===== config.mk =====
export PLATFORM = sky130hd
export DESIGN_NAME = silu_scheduler
export DESIGN_NICKNAME = d
export VERILOG_FILES = /design/src/rtl/silu_scheduler.sv
export SDC_FILE = /design/constraint.sdc
export NUM_CORES = 1
export LEC_CHECK = 0
export CAP_MARGIN = 25
export CORE_AREA = 3 3 74 93
export DETAILED_ROUTE_END_ITERATION = 12
export DIE_AREA = 0 0 77 96
export PLACE_DENSITY = 0.87
export SLEW_MARGIN = 30
export SYNTH_ARGS = -nofsm -noshare
export SYNTH_HDL_FRONTEND = slang
export SYNTH_SLANG_ARGS = --single-unit
export TNS_END_PERCENT = 30

===== constraint.sdc =====
create_clock -name clk -period 4.9 [get_ports clk]
set_input_delay 0.98 -clock clk [delete_from_list [all_inputs] [get_ports clk]]
set_output_delay 0.98 -clock clk [all_outputs]
set_load 0.02 [all_outputs]

===== src/rtl/silu_scheduler.sv =====
// silu_scheduler: round-robin arbiter that shares one multi-cycle SiLU core among NUM_REQ requesters.
// Optional build macro SILU_TIMEOUT_EN: abort a WAIT after TIMEOUT cycles and answer with resp_err=1.
module silu_scheduler #(
  parameter int NUM_REQ      = 4,
  parameter int ID_W         = 2,
  parameter int START_CYCLES = 1,
  parameter int TIMEOUT      = 1023
) (
  input  logic                  clk,
  input  logic                  reset,
  input  logic [NUM_REQ-1:0]    req_valid,
  input  logic [16*NUM_REQ-1:0] req_x,
  output logic [NUM_REQ-1:0]    req_ready,
  output logic [15:0]           core_x,
  output logic                  core_reset,
  input  logic [15:0]           core_product,
  input  logic                  core_finished,
  output logic                  resp_valid,
  input  logic                  resp_ready,
  output logic [ID_W-1:0]       resp_id,
  output logic [15:0]           resp_data,
  output logic                  resp_err,
  output logic                  busy
);

  typedef enum logic [1:0] {
    ST_IDLE  = 2'd0,
    ST_START = 2'd1,
    ST_WAIT  = 2'd2,
    ST_RESP  = 2'd3
  } state_t;

  if (NUM_REQ < 2 || NUM_REQ > 8 || ID_W != $clog2(NUM_REQ) ||
      START_CYCLES < 1 || START_CYCLES > 15 || TIMEOUT < 1) begin : g_bad_params
    $error("silu_scheduler: illegal parameter set");
  end

  state_t              state_r;
  state_t              state_s;
  logic [ID_W-1:0]     rr_ptr_r;
  logic [ID_W-1:0]     rr_ptr_s;
  logic [ID_W:0]       cand_sum_s;
  logic [ID_W-1:0]     cand_s [NUM_REQ];
  logic [ID_W-1:0]     win_s;
  logic                found_s;
  logic [NUM_REQ-1:0]  grant_s;
  logic [3:0]          start_cnt_r;
  logic [3:0]          start_cnt_s;
  logic                start_done_s;
  logic                blank_r;
  logic                capture_s;
  logic                timeout_s;
  logic [15:0]         core_x_r;
  logic [15:0]         core_x_s;
  logic                core_reset_r;
  logic                resp_valid_r;
  logic                busy_r;
  logic [ID_W-1:0]     resp_id_r;
  logic [ID_W-1:0]     resp_id_s;
  logic [15:0]         resp_data_r;
  logic [15:0]         resp_data_s;

  // Candidate search order: rr_ptr, rr_ptr+1, ... wrapping at NUM_REQ.
  always_comb begin
    cand_sum_s = '0;
    for (int i = 0; i < NUM_REQ; i++) begin
      cand_sum_s = {1'b0, rr_ptr_r} + (ID_W+1)'(i);
      cand_s[i]  = (cand_sum_s >= (ID_W+1)'(NUM_REQ)) ?
                   ID_W'(cand_sum_s - (ID_W+1)'(NUM_REQ)) : ID_W'(cand_sum_s);
    end
  end

  // First requesting candidate wins.
  always_comb begin
    found_s = 1'b0;
    win_s   = '0;
    for (int i = 0; i < NUM_REQ; i++) begin
      win_s   = (!found_s && req_valid[cand_s[i]]) ? cand_s[i] : win_s;
      found_s = found_s | req_valid[cand_s[i]];
    end
  end

  // Grant is combinational so the operand transfers on the same edge that leaves IDLE.
  always_comb begin
    grant_s = '0;
    if (state_r == ST_IDLE && found_s && !reset) begin
      grant_s[win_s] = 1'b1;
    end else begin
      grant_s = '0;
    end
  end

  assign start_done_s = (start_cnt_r == 4'(START_CYCLES - 1));
  // blank_r marks the first WAIT cycle, where a leftover Finished from the last run may still be high.
  assign capture_s    = (state_r == ST_WAIT) && !blank_r && core_finished;

`ifdef SILU_TIMEOUT_EN
  localparam int WAIT_W = $clog2(TIMEOUT + 1);

  logic [WAIT_W-1:0] wait_cnt_r;
  logic              resp_err_r;

  assign timeout_s = (state_r == ST_WAIT) && !capture_s && (wait_cnt_r == WAIT_W'(TIMEOUT - 1));

  // WAIT cycle counter, zero on every entry into WAIT.
  always_ff @(posedge clk or posedge reset) begin
    if (reset) begin
      wait_cnt_r <= '0;
    end else if (state_r == ST_WAIT) begin
      wait_cnt_r <= wait_cnt_r + WAIT_W'(1);
    end else begin
      wait_cnt_r <= '0;
    end
  end

  // Error flag tracks which event ended WAIT.
  always_ff @(posedge clk or posedge reset) begin
    if (reset) begin
      resp_err_r <= 1'b0;
    end else if (capture_s) begin
      resp_err_r <= 1'b0;
    end else if (timeout_s) begin
      resp_err_r <= 1'b1;
    end else begin
      resp_err_r <= resp_err_r;
    end
  end

  assign resp_err = resp_err_r;
`else
  assign timeout_s = 1'b0;
  assign resp_err  = 1'b0;
`endif

  // State register.
  always_ff @(posedge clk or posedge reset) begin
    if (reset) begin
      state_r <= ST_IDLE;
    end else begin
      state_r <= state_s;
    end
  end

  // Next-state logic.
  always_comb begin
    state_s = state_r;
    case (state_r)
      ST_IDLE: begin
        if (found_s) begin
          state_s = ST_START;
        end else begin
          state_s = ST_IDLE;
        end
      end
      ST_START: begin
        if (start_done_s) begin
          state_s = ST_WAIT;
        end else begin
          state_s = ST_START;
        end
      end
      ST_WAIT: begin
        if (capture_s || timeout_s) begin
          state_s = ST_RESP;
        end else begin
          state_s = ST_WAIT;
        end
      end
      ST_RESP: begin
        if (resp_ready) begin
          state_s = ST_IDLE;
        end else begin
          state_s = ST_RESP;
        end
      end
      default: state_s = ST_IDLE;
    endcase
  end

  // Output/datapath next values; operand and id only move on a grant.
  always_comb begin
    core_x_s    = core_x_r;
    resp_id_s   = resp_id_r;
    resp_data_s = resp_data_r;
    rr_ptr_s    = rr_ptr_r;
    start_cnt_s = start_cnt_r;
    case (state_r)
      ST_IDLE: begin
        start_cnt_s = 4'd0;
        if (found_s) begin
          core_x_s  = req_x[{win_s, 4'b0000} +: 16];
          resp_id_s = win_s;
          rr_ptr_s  = (win_s == ID_W'(NUM_REQ - 1)) ? '0 : win_s + ID_W'(1);
        end else begin
          rr_ptr_s  = rr_ptr_r;
        end
      end
      ST_START: start_cnt_s = start_cnt_r + 4'd1;
      ST_WAIT: begin
        if (capture_s) begin
          resp_data_s = core_product;
        end else if (timeout_s) begin
          resp_data_s = 16'h0000;
        end else begin
          resp_data_s = resp_data_r;
        end
      end
      ST_RESP: resp_data_s = resp_data_r;
      default: core_x_s = core_x_r;
    endcase
  end

  // Registered outputs and datapath; the core is held in reset in IDLE and START.
  always_ff @(posedge clk or posedge reset) begin
    if (reset) begin
      rr_ptr_r     <= '0;
      start_cnt_r  <= 4'd0;
      blank_r      <= 1'b0;
      core_x_r     <= 16'h0000;
      core_reset_r <= 1'b1;
      resp_valid_r <= 1'b0;
      busy_r       <= 1'b0;
      resp_id_r    <= '0;
      resp_data_r  <= 16'h0000;
    end else begin
      rr_ptr_r     <= rr_ptr_s;
      start_cnt_r  <= start_cnt_s;
      blank_r      <= (state_r == ST_START);
      core_x_r     <= core_x_s;
      core_reset_r <= (state_s == ST_IDLE) || (state_s == ST_START);
      resp_valid_r <= (state_s == ST_RESP);
      busy_r       <= (state_s != ST_IDLE);
      resp_id_r    <= resp_id_s;
      resp_data_r  <= resp_data_s;
    end
  end

  assign req_ready  = grant_s;
  assign core_x     = core_x_r;
  assign core_reset = core_reset_r;
  assign resp_valid = resp_valid_r;
  assign busy       = busy_r;
  assign resp_id    = resp_id_r;
  assign resp_data  = resp_data_r;

endmodule


Yosys cells after proc, flatten, opt, wreduce, memory -nomap -nowiden. Cells that the tools add are included.

Register bits: 46. Bits in latches: 0. RAM bits: 0. Bits in read-only memories: 0. Output and inout bits: 42. Memories kept: 0.

Add/sub/neg operators: 9. $mul: 0. Div/mod/pow operators: 0. $lt $le $gt $ge: 10. Eq/ne operators: 6. Shifts and indexed selects: 1. Multiplexer cells: 26. Bitwise operators: 3. Reductions and logical operators: 21.

Operators by type and width (count): variable part select 64 x 7 -> 16 bit (1); two-way mux 2 bit (11); < comparator 2 x 3 -> 1 bit, second input constant (5); greater-or-equal comparator 3 bit, second input constant (3); binary-select mux 1 bit (select 2 bit) (4); equality test 2 bit, second input constant (4); logical AND 1 bit (8); one-hot mux 2 bit (4 select lines) (1); one-hot mux 4 bit (2 select lines) (1); subtractor 2 x 1 -> 2 bit, second input constant (4); two-way mux 1 bit (7); adder 2 x 2 -> 3 bit, second input constant (2); zero test 1 bit (5); adder 4 x 1 -> 4 bit, second input constant (1); equality test 2 x 1 -> 1 bit, second input constant (2); zero test 2 bit (2); zero test 4 bit (1); two-way mux 4 bit (1); AND reduction 2 bit (2); nonzero test 2 bit (2); adder 2 x 1 -> 3 bit, second input constant (1); greater-or-equal comparator 2 x 3 -> 1 bit, second input constant (1); OR 1 bit (3); adder 2 x 1 -> 2 bit, second input constant (1); 3 further kinds (3).

Longest topological paths before layout.
Depth in word-level cells: 15. Mapped depth: 10. Mapped depth without buffers: 6.

Worst setup path before layout. OpenSTA, ideal clock, no wires.

Path type: input to output. Start: in req_valid[2]. End: out req_ready[3]. Data arrival time: 2552 ps. Setup slack: 1368 ps. Stages: 9. Path through: mux2i_1 -> or2_1 -> buf_6 -> nand3_4 -> buf_8 -> buf_12 -> inv_2 -> ha_1 -> nor3b_1.

Longest elaborated chain between the ends: 12. Elaborated cells between the ends (all ways): 29.

Ends and longest elaborated chain: start, declared (RTL line 11) `input logic [NUM_REQ-1:0] req_valid,`; binary-select mux 1 bit (select 2 bit) (RTL line 78, 79); two-way mux 1 bit (not written as such) (RTL line 78, 79); zero test 1 bit or OR 1 bit (tied branches) (RTL line 78, 79); logical AND 1 bit, or another cell as far along (RTL line 78) `win_s = (!found_s && req_valid[cand_s[i]]) ? cand_s[i] : win_s;`; two-way mux 2 bit, or another cell as far along (RTL line 78); two-way mux 2 bit or logical AND 1 bit (tied branches) (RTL line 78); two-way mux 2 bit (RTL line 78); < comparator 2 x 3 -> 1 bit (not written as such) or greater-or-equal comparator 2 x 1 -> 1 bit (tied branches) (RTL line 87) `grant_s[win_s] = 1'b1;`; logical AND 1 bit (not written as such) (RTL line 87); two-way mux 1 bit (not written as such) (RTL line 87); demux 1 bit (select 2 bit) (RTL line 87); two-way mux 4 bit * (RTL line 86) `if (state_r == ST_IDLE && found_s && !reset) begin`; end, declared (RTL line 13) `output logic [NUM_REQ-1:0] req_ready,`.

Every way passes the cells marked *; elsewhere a longest branch is shown, timed or not. The select of a mux whose other input is x is not followed.

Worst setup path in the final report.
Start: in req_valid[3]. End: out req_ready[1].

The elaborated chain is that of the path after synthesis.

==> impl_metrics.ini <==
[cts]
worstSkewPairLatency_ps = 300
cts_buffer_depth = 2
cts-buffers-inserted = 5
root_buffer = clkbuf_8
cts_tree = yes
post-cts-setup-buffers = 0
htreeDepth = 2
path_clk_slew_ps = 80
post_cts_resize_count = 0
cts.sinks = 46
cts_hold_buf = 0

[synthesis]
synth_edf_count = 0
synth_seq_cells = 46
synth.distinct_cells = 42
synth-async-reset-ratio = 1.00
syn-instance-count = 246
syn_area_mm2 = 0.00263
ys_seq_area_frac = 0.439
syn_area_per_cell_um2 = 10.7
ys_warn_count = 0
synth_nets = 337
synth_flop_cell = dfrtp_1

[cells_and_area]
final_area_mm2 = 0.00404
syn2layout_area_growth_pct = 53.7
drive_gt1_frac = 0.121
nets = 455
fill_cells = 490
n_antenna_cell = 0

[grt]
grt_usage = 0.206
grt_max_degree = 47
grt_pass1_vias = 2467
gr-total-overflow = 0
grt_pass1_wl_um = 12100
antenna_found_initial = 0

[timing]
fin_crit_sh = 0.886
fmax_ghz = 0.230
tns_ps = 0
tightest_slew_ps = 804
min_period_ps = 4340
hold_violations = 0
rsz0062_at_grt = false
slew_headroom = 0.464
setup_viol = 0
slew_violations = 0
fin_skew_ps = 5.79

[floorplanning]
rows = 32
ios = 130
start_util = 0.429
die_area_mm2 = 0.00739
dieHeight_um = 96
core_area_mm2 = 0.00613
dieWidth_um = 77

[placement]
portBuffers = 128
dpl-instance-area_mm2 = 0.00392
dp_hpwl_um = 5730
gp_congestion = 0.753

[hold_path]
hp-class = register to register
min_delay_worst_endpoint = resp_id[1]$_DFFE_PP0P_
whs_path_depth = 2
hp-start = resp_id[1]$_DFFE_PP0P_

[setup_path]
cp.required_ps = 3920
ff2ff_setup_slack_ps = 2610
cp-end-kind = output pin
r2r_end = core_x[0]$_DFFE_PP0P_
cp-start-kind = input port
timing.rr.start = rr_ptr_r[1]$_DFFE_PP0P_
cp_max_fo = 17
r2r.worst_path.cells = 5
critPathKind = input port to output pin
arrival_ps = 3360

[route]
vias_per_cell = 5.44
via_count = 2446
dr.first_iter.drc_count = 108
detail_route.wl_per_cell_um = 17.0
drc_errors = 0
drt-pass1-iter-count = 5
drt_wl_total_um = 7660
final_antenna_net_count = 0

[run]
drv_cap = 0

[power]
peakVddDrop_v = 0.000257
leakagePower_uw = 0.00165
cellPowerDensity_mw_per_mm2 = 543

[outcome]
outcome = finished clean
[sequential cells by signal, indices dropped and copies added (netlist names)]
signal	cells
rr_ptr_r	2
busy	1
start_cnt_r	4
blank_r	1
core_x	16
resp_data	16
resp_id	2
core_reset	1
state_r	2
resp_valid	1
[cell families after synthesis]
kind of cell	count (synthesis)	synth area share
AOI/OAI and AO/OA	63	0.179
and+or+nand+nor	65	0.150
muxes	36	0.146
DFF	46	0.439
buffers and inverters	32	0.0705
other	1	0.00143
adders and majority gates	3	0.0143
[cell type report]
type / count / area (µm²) / area share
Tap cell: 85 / 106 / 0.0263
Timing Repair Buffer: 135 / 1330 / 0.330
Inverter: 8 / 31.3 / 0.00775
Multi-Input combinational cell: 168 / 1300 / 0.323
Clock buffer: 6 / 72.6 / 0.0180
Clock inverter: 2 / 37.5 / 0.00930
Sequential cell: 46 / 1150 / 0.285
[Yosys cell counts (2+ instances only)]
| master | n | share of area |
|---|---|---|
| dfrtp_1 | 45 | 0.43 |
| nand2_1 | 25 | 0.036 |
| mux2_2 | 18 | 0.077 |
| mux2i_1 | 18 | 0.069 |
| nand4_1 | 17 | 0.040 |
| o31ai_1 | 17 | 0.049 |
| a211o_1 | 16 | 0.053 |
| o211ai_1 | 16 | 0.046 |
| buf_2 | 12 | 0.023 |
| inv_1 | 7 | 0.010 |
| clkbuf_1 | 6 | 0.0086 |
| o21ai_0 | 6 | 0.011 |
| a21oi_1 | 4 | 0.0076 |
| ha_1 | 3 | 0.014 |
| nand3_1 | 3 | 0.0057 |
| nor2b_1 | 3 | 0.0071 |
| buf_4 | 2 | 0.0057 |
| buf_6 | 2 | 0.0086 |
| nor3b_1 | 2 | 0.0057 |
| nor4bb_1 | 2 | 0.0076 |
[metrics by stage]
stage / setup WS, ps / power [µW] / instances / util / hold slack (ps)
4_1_cts: 567 / 2200 / 449 / 0.658 / 482
6_report: 558 / 2190 / 450 / 0.659 / 480
2_1_floorplan: 1370 / 1440 / 246 / - / 452
5_1_grt: 389 / 2330 / 450 / 0.659 / 504
3_5_place_dp: 597 / 1920 / 441 / 0.640 / 467
3_3_place_gp: 651 / 1880 / 441 / 0.640 / 468
[cell usage in the layout, fill, tap and decap left out, drive strengths merged]
cell type      count
dfstp              1
or2                2
nand3              5
clkinv             1
nor4b              1
o211ai            16
a211o             16
and3               1
mux2              18
or4                1
a21o               1
nor3               1
ha                 3
nor4bb             2
nor2               2
conb               1
nand2             25
nor4               2
o21ai              6
bufinv             1
nor3b              2
o2bb2a             1
nor2b              3
mux2i             18
buf                7
inv                7
dfrtp             45
nand4             17
a21oi              5
clkinvlp           1
o31ai             17
nand2b             1
clkdlybuf4s50    128
clkbuf             6
a31oi              1
[worst max-delay path: stages]
cell,delay (ps)
clkdlybuf4s50_1,540
inv_1,90
nand3_2,310
nand3_4,230
buf_4,280
nor4_1,260
clkdlybuf4s50_1,660
[per-layer routing]
layer  GRT usage  routed length (µm)
met1       0.250                3130
met5           0                   0
met4      0.0519                  70
met2       0.373                3920
met3      0.0440                 540
[how the worst max path moves through the flow]
stage | from | end | slack, ps | cells after the start
detailed placement | req_valid[3] | req_ready[3] | 600 | 8
finish | req_valid[3] | req_ready[1] | 560 | 7
global route | req_valid[3] | req_ready[3] | 390 | 8
CTS | req_valid[3] | req_ready[3] | 570 | 8
floorplan | req_valid[2] | req_ready[3] | 1370 | 9
global placement | req_valid[3] | req_ready[1] | 650 | 7
[where the power goes]
| group | leakage, µW | internal [µW] | switching (µW) |
|---|---|---|---|
| clock network | 0.0000514 | 152 | 129 |
| logic | 0.00104 | 603 | 618 |
| registers | 0.000562 | 561 | 127 |
Power figures use the tool's default switching activity.
